### config.mk
export PLATFORM = sky130hd
export DESIGN_NAME = pipe_stage_skid
export DESIGN_NICKNAME = d
export VERILOG_FILES = /design/src/rtl/pipe_pkg.sv /design/src/rtl/pipe_stage_skid_sat_counter.sv /design/src/rtl/pipe_stage_skid.sv
export SDC_FILE = /design/constraint.sdc
export NUM_CORES = 1
export LEC_CHECK = 0
export ABC_AREA = 1
export CAP_MARGIN = 10
export CORE_ASPECT_RATIO = 0.9
export CORE_UTILIZATION = 40
export DETAILED_ROUTE_END_ITERATION = 16
export GPL_TIMING_DRIVEN = 1
export HOLD_SLACK_MARGIN = 0.02
export PLACE_DENSITY = 0.64
export SYNTH_ARGS = -nofsm -noshare
export SYNTH_HDL_FRONTEND = slang
export SYNTH_SLANG_ARGS = --single-unit
### constraint.sdc
create_clock -name clk -period 14.8 [get_ports clk]
set_input_delay 1.48 -clock clk [delete_from_list [all_inputs] [get_ports clk]]
set_output_delay 1.48 -clock clk [all_outputs]
set_load 0.01 [all_outputs]
### src/rtl/pipe_pkg.sv
// Shared definitions for the pipeline stage: stage occupancy states and the
// default performance-counter width.
package pipe_pkg;

   // Encoding equals the number of held words, so occupancy is the state itself.
   typedef enum logic [1:0] {
      ST_EMPTY = 2'd0,
      ST_ONE   = 2'd1,
      ST_FULL  = 2'd2
   } state_t;

   localparam int CNT_W_DEF = 16;

endpackage

### src/rtl/pipe_stage_skid_sat_counter.sv
// Saturating up-counter used for the stage performance counters.
module sat_counter
   import pipe_pkg::*;
#(
   parameter int CNT_W = CNT_W_DEF
) (
   input  logic             clk,
   input  logic             rst,
   input  logic             inc,
   output logic [CNT_W-1:0] count
);

   logic [CNT_W-1:0] count_q;
   logic [CNT_W-1:0] count_d;

   // Next count: step on inc, stick at all-ones.
   always_comb begin
      count_d = count_q;
      if (inc && (count_q != {CNT_W{1'b1}})) begin
         count_d = count_q + CNT_W'(1);
      end
   end

   // Count register, cleared asynchronously.
   always_ff @(posedge clk or posedge rst) begin
      if (rst) begin
         count_q <= '0;
      end else begin
         count_q <= count_d;
      end
   end

   assign count = count_q;

endmodule

### src/rtl/pipe_stage_skid.sv
// Two-entry skid-buffered pipeline stage with flush, stall and performance
// counters. All outputs are decoded from registers only.
//
//  state    | meaning
//  ---------+-------------------------------------------------
//  ST_EMPTY | nothing held; out_valid=0, in_ready=1
//  ST_ONE   | main holds the live word; full throughput
//  ST_FULL  | main and skid both held; input blocked
module pipe_stage_skid
   import pipe_pkg::*;
#(
   parameter int                DATA_W    = 64,
   parameter int                CNT_W     = CNT_W_DEF,
   parameter logic [DATA_W-1:0] FLUSH_VAL = '0
) (
   input  logic              clk,
   input  logic              rst,
   input  logic              in_valid,
   output logic              in_ready,
   input  logic [DATA_W-1:0] in_data,
   input  logic              flush,
   input  logic              stall,
   output logic              out_valid,
   input  logic              out_ready,
   output logic [DATA_W-1:0] out_data,
   output logic [1:0]        occupancy,
   output logic [CNT_W-1:0]  stall_cnt,
   output logic [CNT_W-1:0]  flush_cnt
);

   state_t            state_q;
   logic [DATA_W-1:0] main_q;
   logic [DATA_W-1:0] skid_q;

   logic in_xfer;
   logic out_xfer;
   logic stall_inc;

   assign out_valid = (state_q != ST_EMPTY);
   assign in_ready  = (state_q != ST_FULL);
   assign out_data  = main_q;
   assign occupancy = state_q;

   assign in_xfer   = in_valid && in_ready && !flush;
   assign out_xfer  = out_valid && out_ready && !stall && !flush;
   // A flush cycle discards the word, so it is not counted as a blocked output.
   assign stall_inc = out_valid && !flush && (!out_ready || stall);

   // Occupancy FSM with main/skid payload registers; flush overrides everything.
   always_ff @(posedge clk or posedge rst) begin
      if (rst) begin
         state_q <= ST_EMPTY;
         main_q  <= FLUSH_VAL;
         skid_q  <= FLUSH_VAL;
      end else if (flush) begin
         state_q <= ST_EMPTY;
         main_q  <= FLUSH_VAL;
         skid_q  <= FLUSH_VAL;
      end else begin
         case (state_q)
            ST_EMPTY: begin
               if (in_xfer) begin
                  state_q <= ST_ONE;
                  main_q  <= in_data;
               end
            end
            ST_ONE: begin
               if (in_xfer && out_xfer) begin
                  main_q  <= in_data;
               end else if (in_xfer) begin
                  state_q <= ST_FULL;
                  skid_q  <= in_data;
               end else if (out_xfer) begin
                  state_q <= ST_EMPTY;
               end
            end
            ST_FULL: begin
               if (out_xfer) begin
                  state_q <= ST_ONE;
                  main_q  <= skid_q;
               end
            end
            default: begin
               state_q <= ST_EMPTY;
            end
         endcase
      end
   end

   sat_counter #(.CNT_W(CNT_W)) u_stall_cnt (
      .clk   (clk),
      .rst   (rst),
      .inc   (stall_inc),
      .count (stall_cnt)
   );

   sat_counter #(.CNT_W(CNT_W)) u_flush_cnt (
      .clk   (clk),
      .rst   (rst),
      .inc   (flush),
      .count (flush_cnt)
   );

endmodule

---- Word-level counts from Yosys, hierarchy flattened ----
Cells that the tools add are included.
word-level totals
  register bits after elaboration ......... 162
  input port bits ......................... 70
  output and inout port bits .............. 100
cells by class
  $add $sub $neg .......................... 2
  equal/unequal tests ..................... 11
  muxes and demuxes ....................... 15
  reductions and logical operators ........ 22
operators by type and width
  operator                                        number
  two-way mux 64 bit                              7
  case mux 64 bit (3 select lines)                1
  adder 16 x 1 -> 16 bit (second input constant)  2
  inequality test 16 bit (second input constant)  2
  two-way mux 2 bit                               6
  inequality test 3 bit (second input constant)   4
  logical AND 1 bit                               10
  AND reduction 4 bit                             2
  case mux 2 bit (3 select lines)                 1
  nonzero test 2 bit                              3
  inequality test 2 bit (second input constant)   2
  inequality test 4 bit (second input constant)   1
  nonzero test 4 bit                              1
  zero test 1 bit                                 3
  AND reduction 3 bit                             1
  == test 2 x 1 -> 1 bit (second input constant)  1
  == test 2 bit (second input constant)           1
  zero test 2 bit                                 1
  logical OR 1 bit                                1

---- Longest topological paths before layout ----
Gate-level depths: netlist of run 1.
  depth after elaboration ................. 9
  gate-level depth with buffers ........... 11
  gate-level depth less buffers ........... 10

---- Hierarchy ----
A second synthesis of run 1 with hierarchy kept.
unflattened totals
  cell total of the unflattened synthesis .. 1033
  area, all modules ....................... 8448.1 um^2
modules (own cells, without submodules)
  module           instances  cells each  area an instance (um^2)  sequential area each (um^2)
  pipe_stage_skid  1          733         6308.6                   3253.1
  sat_counter      2          150         1069.8                   400.4

---- Worst setup path before layout of run 1 ----
Ideal clock, no wire load.
  kind .................................... input to register
  from .................................... input port flush
  to ...................................... register main_q[45] (netlist: out_data[45])
  library setup time ...................... 0.123 ns
  arrival ................................. 2.360 ns
  data required time ...................... 14.677 ns
  path slack .............................. 12.317 ns
  cell stages on the path ................. 9
  path buffers ............................ 3
  path through ............................ buf_2 nor2_2 nand2_1 nand2_1 inv_2 nand2_2 buf_4 buf_2 o21ai_1
between the ends
  cells in the longest elaborated chain, start to end .. 5
  elaborated cells on any way between the ends .. 10
  those cells by class .................... eq/ne (3); mux (1); reduce/logical (6)
ends and longest elaborated chain
  element                                 line                                          source
  start, declared                         pipe_stage_skid.sv:21                         input logic flush,
  zero test 1 bit                         pipe_stage_skid.sv:44, pipe_stage_skid.sv:45
  logical AND 1 bit (on tied branches)    pipe_stage_skid.sv:44, pipe_stage_skid.sv:45
  logical AND 1 bit                       pipe_stage_skid.sv:68                         if (in_xfer && out_xfer) begin
  inequality test 3 bit (no source line)  n/a
  AND reduction 4 bit (no source line)    n/a
  end signal, assigned                    pipe_stage_skid.sv:64                         main_q <= in_data;
  end signal, assigned                    pipe_stage_skid.sv:69                         main_q <= in_data;
  end signal, assigned                    pipe_stage_skid.sv:80                         main_q <= skid_q;
  end, declared                           pipe_stage_skid.sv:32                         logic [DATA_W-1:0] main_q;
Several ways; a longest one is shown, not always the timed one.
A chain may end at the register's enable or synchronous reset.

---- Final worst setup path of run 1 ----
  from .................................... input port in_valid
  to ...................................... register main_q[44] (netlist: out_data[44])
between the ends
  cells in the longest elaborated chain, start to end .. 5
  elaborated cells on any way between the ends .. 6
  those cells by class .................... eq/ne (2); reduce/logical (4)
ends and longest elaborated chain
  element                                   line                   source
  start, declared                           pipe_stage_skid.sv:18  input logic in_valid,
  logical AND 1 bit (*) (2 in series)       pipe_stage_skid.sv:44  assign in_xfer = in_valid && in_ready && !flush;
  logical AND 1 bit                         pipe_stage_skid.sv:68
  inequality test 3 bit (no source line)    n/a
  AND reduction 4 bit (no source line) (*)  n/a
Mark *: on every way between the ends. The rest lies on a longest branch, timed or not.

==> results.md, run 1 <==
- Outcome: finished clean
- DP HPWL: 12600 um
- Worst Hold Path EP: skid_q[8]
- Area share of and/or/nand/nor cells after synthesis: 0.280
- Yosys warning total: 0
- Fill cells: 1821
- Critical path arrival: 3760 ps
- Row cnt: 48
- Worst Skew: 10.6 ps
- Initial antenna violation count: 1
- Hold Crit Class: reg -> reg
- Fin crit period: 3420 ps
- Mux contribution to synthesized area: 0
- Num CTS Buffers: 17
- Final setup viols: 0
- Post-synthesis sequential area ratio: 0.511
- Initial Util: 0.411
- Most used flip-flop cell after synthesis: dfrtp_1
- Hold Buf Count CTS: 0
- Final hold violations: 0
- XOR/XNOR share of the synthesized area: 0.0166
- Yosys cell types: 28
- Total track usage: 0.213
- Global-route wire length before repair: 34000 um
- Final GP Congestion: 0.809
- Main combinational cell family by area after synthesis: simple AND/OR/NAND/NOR gates
- Power per cell area: 125 nW/um2
- Vias/cell: 4.98
- Startpoint Class: input pin
- Final setup TNS: 0 ps
- Slew headroom: 0.360
- Hold path start: skid_q[8]
- 1st-iter DRT viols: 389
- Worst path max stage delay: 590 ps
- Max Cap Viol: 0
- Slowest library cell on the worst path: buf_4
- Final core occ: 0.533
- Synth Area in Adders: 0.00316
- Die Ht: 136 um
- Worst Hold Depth: 2
- WL/cell: 14.4 um
- Final WL: 20500 um
- Synth-to-Final Area Change: 29.5%
- CTS sink cnt: 162
- Critical Path Fanout Max: 74
- Yosys reg bits: 162
- Cell area after synthesis: 7930 um2
- EDFF count, synth: 0
- Most common cell after layout, fill and taps aside: nand2_1
- Syn_area_per_cell: 7.73 um2
- ANT cells: 0
- Pins Over Slew Limit: 0
- Leading post-synthesis cells by cell area: dfrtp_1 (51%), nand2_1 (17%), nand3_1 (5.0%)
- Layout cells sized above 1: 0.0528
- WS Path Type: in -> reg
- Post-route ant nets: 0
- Io pins: 170
- Worst R2R Path Depth: 11
- Clock transition at path regs: 60 ps
- Drc violations: 0
- Synth Instances: 1026
- Worst EP required: 15140 ps
- Synth top area share: 0.511
- FF-to-FF Start: occupancy[0]
- Largest net degree at the start of global routing: 89
- Final period util: 0.231
- Cell taking the most area after synthesis: dfrtp_1
- Root Driver: clkbuf_16
- Fraction of registers with async set/reset: 1.00
- Core area: 19300 um2
- Leak Pwr: 0.00489 uW
- Peak supply drop: 0.0851 mV
- Cts repair resizes: 0
- Syn nets: 1098
- Fmax: 292 MHz
- Buffers added on ports: 169
- Via count: 7087
- Nets@finish: 1233
- CP Cell Sequence: clkdlybuf4s50_1 -> inv_1 -> nand4_1 -> nand2_1 -> inv_2 -> nand2_4 -> buf_4 -> nand2_1 -> o21ai_0
- First drt pass iteration count: 5
- Reg-to-reg slack, setup: 11970 ps
- CTS tree: done
- Max clock buf depth: 2
- Htree depth: 4
- Critical R2R Capture: out_data[44]
- Worst skew pair latency: 420 ps
- Slew @ Worst Pin: 960 ps
- Vias in the first global route: 6733
- RSZ-0062 raised after global routing: false
- CP dominant cell by count: nand2_1
- Compound-cell area share of the yosys netlist: 0.0995
- Die X-Extent: 150 um
- GRT overflow: 0
- Worst Setup End Kind: register
- Die area: 20400 um2
- Post-CTS Setup Inserts: 0
- Most frequent cells in the layout: nand2_1 (349), clkdlybuf4s50_1 (168), dfrtp_1 (162), nor2_1 (97), inv_1 (89)
[kinds of logic (layout without fill, tap and decap cells)]
kind of cell	after synthesis	count (layout)
adders and majority gates	2	2
buffers and inverters	158	306
AOI/OAI and AO/OA	141	141
xor gates and xnor gates	15	15
DFF	162	162
and+or+nand+nor	548	548
[state kept, by name, summed over array words and instances, names as in the netlist]
register	count
occupancy	2
out_data	64
skid_q	64
u_flush_cnt.count	16
u_stall_cnt.count	16
[worst max path at each step]
stage,startpoint,to,depth (start not counted)
2_1_floorplan,rst,occupancy[0],1
3_3_place_gp,in_valid,out_data[44],8
3_5_place_dp,in_valid,out_data[29],9
4_1_cts,in_valid,out_data[29],9
5_1_grt,in_valid,out_data[63],9
6_report,in_valid,out_data[44],9
[critical path: cells and delay by family]
| kind | cells | cell delay, ps |
|---|---|---|
| buf+inv | 4 | 1310 |
| simple gates | 4 | 850 |
| compound gates | 1 | 90 |
[power breakdown]
part	internal, uW	switching [uW]
registers	506	49.1
clock network	254	188
logic	139	149
total	899	386
[synth_stat cells, types with 4 or more instances]
cell and count:
o22ai_1 64, xnor2_1 14, dfrtp_1 162, nand3_1 80, nand2_2 5, nand2_1 349, buf_6 4, buf_2 32
buf_4 7, o21ai_0 14, nand4_1 11, o21ai_1 61, clkbuf_1 15, inv_2 6, nor2_1 97, inv_1 90
[metrics by stage]
step                      area, um2  setup WS [ps]  instances  hold WS [ps]  power (uW)
after floorplan                7930           8940       1026           442         710
after global placement         9680          10960       1392           453         849
after detailed placement       9680          10950       1392           459         852
after CTS                     10300          11380       1424           474        1300
after global routing          10300          11130       1424           489        1350
final                         10300          11380       1424           472        1280
[cell type report]
class / count / area [um2] / share of cell area
clock buffer: 18 / 439 / 0.0427
clock inverter: 14 / 154 / 0.0150
inverter: 97 / 370 / 0.0360
multi-input combinational: 706 / 3200 / 0.311
sequential: 162 / 4050 / 0.395
tap: 250 / 313 / 0.0304
timing repair buffer: 177 / 1750 / 0.170
[layer usage]
metal / track usage / vias up / wire length [um]
li1: - / 3561 / -
met1: 0.289 / 3297 / 9330
met2: 0.333 / 208 / 9310
met3: 0.0603 / 19 / 1600
met4: 0.0595 / 2 / 208
met5: 0 / - / 17
No activity file was read; power rests on OpenSTA's default activity.
==> run 2, diff against run 1 <==
- clock period: 14.8 -> 3.3 ns (I/O delays scaled with it)
==> results.md, run 2 (same netlist as run 1, synthesis figures left out) <==
- Outcome: finished clean
- Final GP Congestion: 0.820 (+1.4%)
- Critical path arrival: 2300 ps (-1460 ps)
- Final WL: 20800 um (+1.7%)
- DP HPWL: 12800 um (+1.2%)
- Final setup TNS: 0 ps (unchanged)
- RSZ-0062 raised after global routing: false
- Leak Pwr: 0.00492 uW (+0.61%)
- Place WS: 930 ps (-10020 ps)
- Fmax: 380 MHz
- Vias/cell: 4.99 (+0.25%)
- FF-to-FF Start: u_stall_cnt.count[1]
- ANT cells: 0 (unchanged)
- Register area: 4050 um2 (unchanged)
- Most frequent cells in the layout: nand2_1 (349), clkdlybuf4s50_1 (168), dfrtp_1 (162), nor2_1 (97), inv_1 (89)
- Grt met1 use: 0.300 (+0.0117)
- Worst Skew: 10.0 ps (-0.557 ps)
- Vias in the first global route: 6707 (-0.39%)
- Startpoint Class: register
- Pins Over Slew Limit: 0 (unchanged)
- Num CTS Buffers: 17 (unchanged)
- Met3 Use GR: 0.0498 (-0.0104)
- WL/cell: 14.6 um (+1.5%)
- Core area: 19300 um2 (unchanged)
- Slew headroom: 0.458 (+0.0984)
- Hold Buf Count CTS: 0 (unchanged)
- Clock transition at path regs: 60 ps (about the same)
- Peak supply drop: 0.368 mV (+330%)
- Final core occ: 0.536 (+0.00338)
- Slowest library cell on the worst path: clkdlybuf4s50_1
- Synth-to-Final Area Change: 30.4%
- Buffers added on ports: 169 (unchanged)
- Area of the multi-input gates: 3200 um2 (unchanged)
- Layout cells sized above 1: 0.0536 (+0.000761)
- WS Path Type: reg -> out
- Nets@finish: 1236 (+0.24%)
- Most common cell after layout, fill and taps aside: nand2_1
- CTS tree: done
- Max Cap Viol: 0 (unchanged)
- Total track usage: 0.213 (-0.000841)
- Final hold violations: 0 (unchanged)
- Worst R2R Path Depth: 8 (-3)
- Root Driver: clkbuf_16
- Power per cell area: 559 nW/um2 (+350%)
- Met2 Track Usage GR: 0.325 (-0.00768)
- Global-route wire length before repair: 34000 um (about the same)
- First drt pass iteration count: 5 (unchanged)
- Die Ht: 136 um (unchanged)
- Reg-to-reg slack, setup: 1060 ps (-10910 ps)
- Global route hottest layer: met2
- Max clock buf depth: 2 (unchanged)
- Final setup viols: 0 (unchanged)
- Cts repair resizes: 0 (unchanged)
- Critical R2R Capture: u_stall_cnt.count[9]
- Initial Util: 0.411 (unchanged)
- Worst skew pair latency: 430 ps (about the same)
- Io pins: 170 (unchanged)
- Worst Setup End Kind: output port
- Worst Setup SP: occupancy[1]
- Final Worst Setup Slack: 668 ps (-10710 ps)
- Via count: 7115 (+0.40%)
- Row cnt: 48 (unchanged)
- Die area: 20400 um2 (unchanged)
- WP buf/inv: 2 (-2)
- CP Cell Sequence: nand2_2 -> buf_4 -> clkdlybuf4s50_1
- Slew @ Worst Pin: 812 ps (-148 ps)
- Largest net degree at the start of global routing: 101 (+13%)
- Initial antenna violation count: 1 (unchanged)
- Worst EP required: 2970 ps (-12170 ps)
- CTS sink cnt: 162 (unchanged)
- Fill cells: 1858 (+2.0%)
- Final period util: 0.798
- Drc violations: 0 (unchanged)
- 1st-iter DRT viols: 487 (+25%)
- Htree depth: 4 (unchanged)
- Hold Crit Class: in -> async
- GRT overflow: 0 (unchanged)
- Post-route ant nets: 0 (unchanged)
- Die X-Extent: 150 um (unchanged)
- Worst path max stage delay: 680 ps (+90 ps)
- Fin crit period: 2630 ps
- Delay-heaviest family, CP: buffers and inverters
- Critical Path Fanout Max: 66 (-11%)
- Post-CTS Setup Inserts: 0 (unchanged)
==> run 2: cell types whose count changed in the layout (fill, tap and decap cells not counted) <==
cell	delta
clkinvlp_4	-1
clkinv_4	+1
clkbuf_1	+1
clkbuf_8	+1
inv_6	-3
buf_12	+4
buf_4	-1
==> run 2: power by group <==
part	internal, uW	leakage, uW	total [uW]	switching, uW
Combinational	635	0.00252	1300	670
Clock	1150	0.000275	1980	825
Sequential	2270	0.00212	2500	228
==> run 2: how the worst max path moves through the flow <==
stage / end / slack [ps] / cells after the start
2_1_floorplan: occupancy[0] / 910 / 1
3_3_place_gp: out_data[13] / 960 / 11
6_report: in_ready / 670 / 3
4_1_cts: in_ready / 650 / 3
5_1_grt: in_ready / 580 / 3
3_5_place_dp: out_data[63] / 930 / 11
==> run 2: tightest hold or removal path, delay by kind of cell <==
family   cells  cell delay [ps]
buf+inv      3              860
==> run 2: cell type report <==
type,instances,share of cell area
Timing Repair Buffer,180,0.176
Inverter,97,0.0357
Clock buffer,20,0.0442
Clock inverter,11,0.0126
Sequential cell,162,0.392
Multi-Input combinational cell,706,0.309
Tap cell,250,0.0303
==> run 2: metrics by stage <==
step	hold slack (ps)	instance area, um2	cells	power (uW)
floorplan	442	7940	1026	3190
global placement	453	9750	1395	3820
detailed placement	459	9750	1395	3850
CTS	379	10300	1426	5850
global route	405	10300	1426	6080
finish	359	10300	1426	5780
==> run 2: metal layers <==
layer / vias up / routed length [um] / part of all wire
li1: 3566 / - / -
met1: 3328 / 9860 / 0.47
met2: 205 / 9380 / 0.45
met3: 14 / 1430 / 0.069
met4: 2 / 136 / 0.0065
met5: - / 11 / 0.00053
==> run 3, diff against run 2 <==
- clock period: 3.3 -> 2.75 ns (I/O delays scaled with it)
==> results.md, run 3 (same netlist as run 1, synthesis figures left out) <==
- Die area: 20400 um2 (unchanged)
- Die X-Extent: 150 um (unchanged)
- Initial Util: 0.411 (unchanged)
- Slowest library cell on the worst path: dfrtp_1
- ANT cells: 0 (unchanged)
- Max clock buf depth: 2 (unchanged)
- Leak Pwr: 0.00497 uW (+1.1%)
- Power per cell area: 673 nW/um2 (+20%)
- DP HPWL: 13200 um (+3.0%)
- Worst path max stage delay: 410 ps (-270 ps)
- Most frequent cells in the layout: nand2_1 (349), clkdlybuf4s50_1 (168), dfrtp_1 (162), nor2_1 (97), inv_1 (89)
- Die Ht: 136 um (unchanged)
- RSZ-0062 raised after global routing: false
- Final Worst Setup Slack: 844 ps (+176 ps)
- Post-CTS Setup Inserts: 0 (unchanged)
- Slew headroom: 0.476 (+0.0178)
- Num CTS Buffers: 17 (unchanged)
- Worst EP required: 3060 ps (+90 ps)
- Drc violations: 0 (unchanged)
- Layout cells sized above 1: 0.0584 (+0.00485)
- Final setup viols: 0 (unchanged)
- Worst Skew: 9.80 ps (-0.205 ps)
- Io pins: 170 (unchanged)
- Critical Path Fanout Max: 13 (-80%)
- CTS sink cnt: 162 (unchanged)
- Synth-to-Final Area Change: 31.3%
- Final period util: 0.693
- Hold Buf Count CTS: 0 (unchanged)
- Buffers added on ports: 169 (unchanged)
- Via count: 7177 (+0.87%)
- Core area: 19300 um2 (unchanged)
- Row cnt: 48 (unchanged)
- Root Driver: clkbuf_16
- Place WS: 579 ps (-351 ps)
- Max Cap Viol: 0 (unchanged)
- Worst Setup End Kind: register
- First drt pass iteration count: 5 (unchanged)
- Delay-heaviest family, CP: flip-flops
- Placed insts: 1399 (+0.29%)
- Fmax: 525 MHz
- GRT overflow: 0 (unchanged)
- Htree depth: 4 (unchanged)
- Cts repair resizes: 0 (unchanged)
- Largest net degree at the start of global routing: 70 (-31%)
- Most common cell after layout, fill and taps aside: nand2_1
- Pins Over Slew Limit: 0 (unchanged)
- Nets@finish: 1240 (+0.32%)
- WS Path Type: reg -> reg
- Slew @ Worst Pin: 786 ps (-26.5 ps)
- Critical path arrival: 2210 ps (-90 ps)
- Worst skew pair latency: 420 ps (about the same)
- Peak supply drop: 0.425 mV (+15%)
- Post-Layout Cell Count: 1431 (+0.35%)
- 1st-iter DRT viols: 504 (+3.5%)
- Vias in the first global route: 6810 (+1.5%)
- WL/cell: 14.5 um (-0.66%)
- Final hold violations: 0 (unchanged)
- Final GP Congestion: 0.831 (+1.3%)
- Startpoint Class: register
- Global-route wire length before repair: 34600 um (+1.9%)
- CP dominant cell by count: nand2_1
- Initial antenna violation count: 1 (unchanged)
- CP Cell Sequence: ha_1 -> nand3_2 -> clkinv_2 -> nand2_2 -> o21ai_2 -> inv_2 -> nand2_1 -> nand2_1
- Final core occ: 0.540 (+0.00370)
- Clock transition at path regs: 60 ps (about the same)
- Final WL: 20800 um (-0.31%)
- Total track usage: 0.216 (+0.00369)
- WP buf/inv: 2 (unchanged)
- Fin crit period: 1910 ps
- Final setup TNS: 0 ps (unchanged)
- Outcome: finished clean
- Hold Crit Class: in -> async
- Post-route ant nets: 0 (unchanged)
- Vias/cell: 5.02 (+0.52%)
- CTS tree: done
==> run 3: final cells by class <==
cell class / instances / area (um2)
Inverter: 97 / 369
Multi-Input combinational cell: 706 / 3200
Fill cell: 1806 / 8870
Clock buffer: 22 / 494
Timing Repair Buffer: 184 / 1860
Tap cell: 250 / 313
Clock inverter: 10 / 121
Sequential cell: 162 / 4050
==> run 3: routing by layer <==
| metal | share of wire | GRT usage |
|---|---|---|
| met5 | 0.00053 | 0 |
| met4 | 0.011 | 0.0522 |
| met3 | 0.065 | 0.0498 |
| met2 | 0.45 | 0.338 |
| met1 | 0.47 | 0.303 |
==> run 3: path summary, 6_finish.rpt <==
path | from | slack [ps] | to | cells past startpoint
max reg2reg | u_stall_cnt.count[1] | 840 | u_stall_cnt.count[15] | 8
max | u_stall_cnt.count[1] | 840 | u_stall_cnt.count[15] | 8
max in group asynchronous | rst | 1780 | out_data[17] | 3
min in group clk | flush | 350 | u_flush_cnt.count[10] | 3
min | rst | 260 | skid_q[42] | 2
min reg2reg | skid_q[9] | 470 | skid_q[9] | 2
==> run 3: report_power, final <==
group          internal [uW]  switching (uW)
sequential              2720             268
clock                   1470             966
combinational            775             811
==> run 3: metrics by stage <==
stage	power [uW]	hold slack, ps	area (um2)
finish	7010	255	10400
global route	7400	286	10400
CTS	7090	256	10400
detailed placement	4630	458	9790
global placement	4600	453	9790
floorplan	3820	442	7940
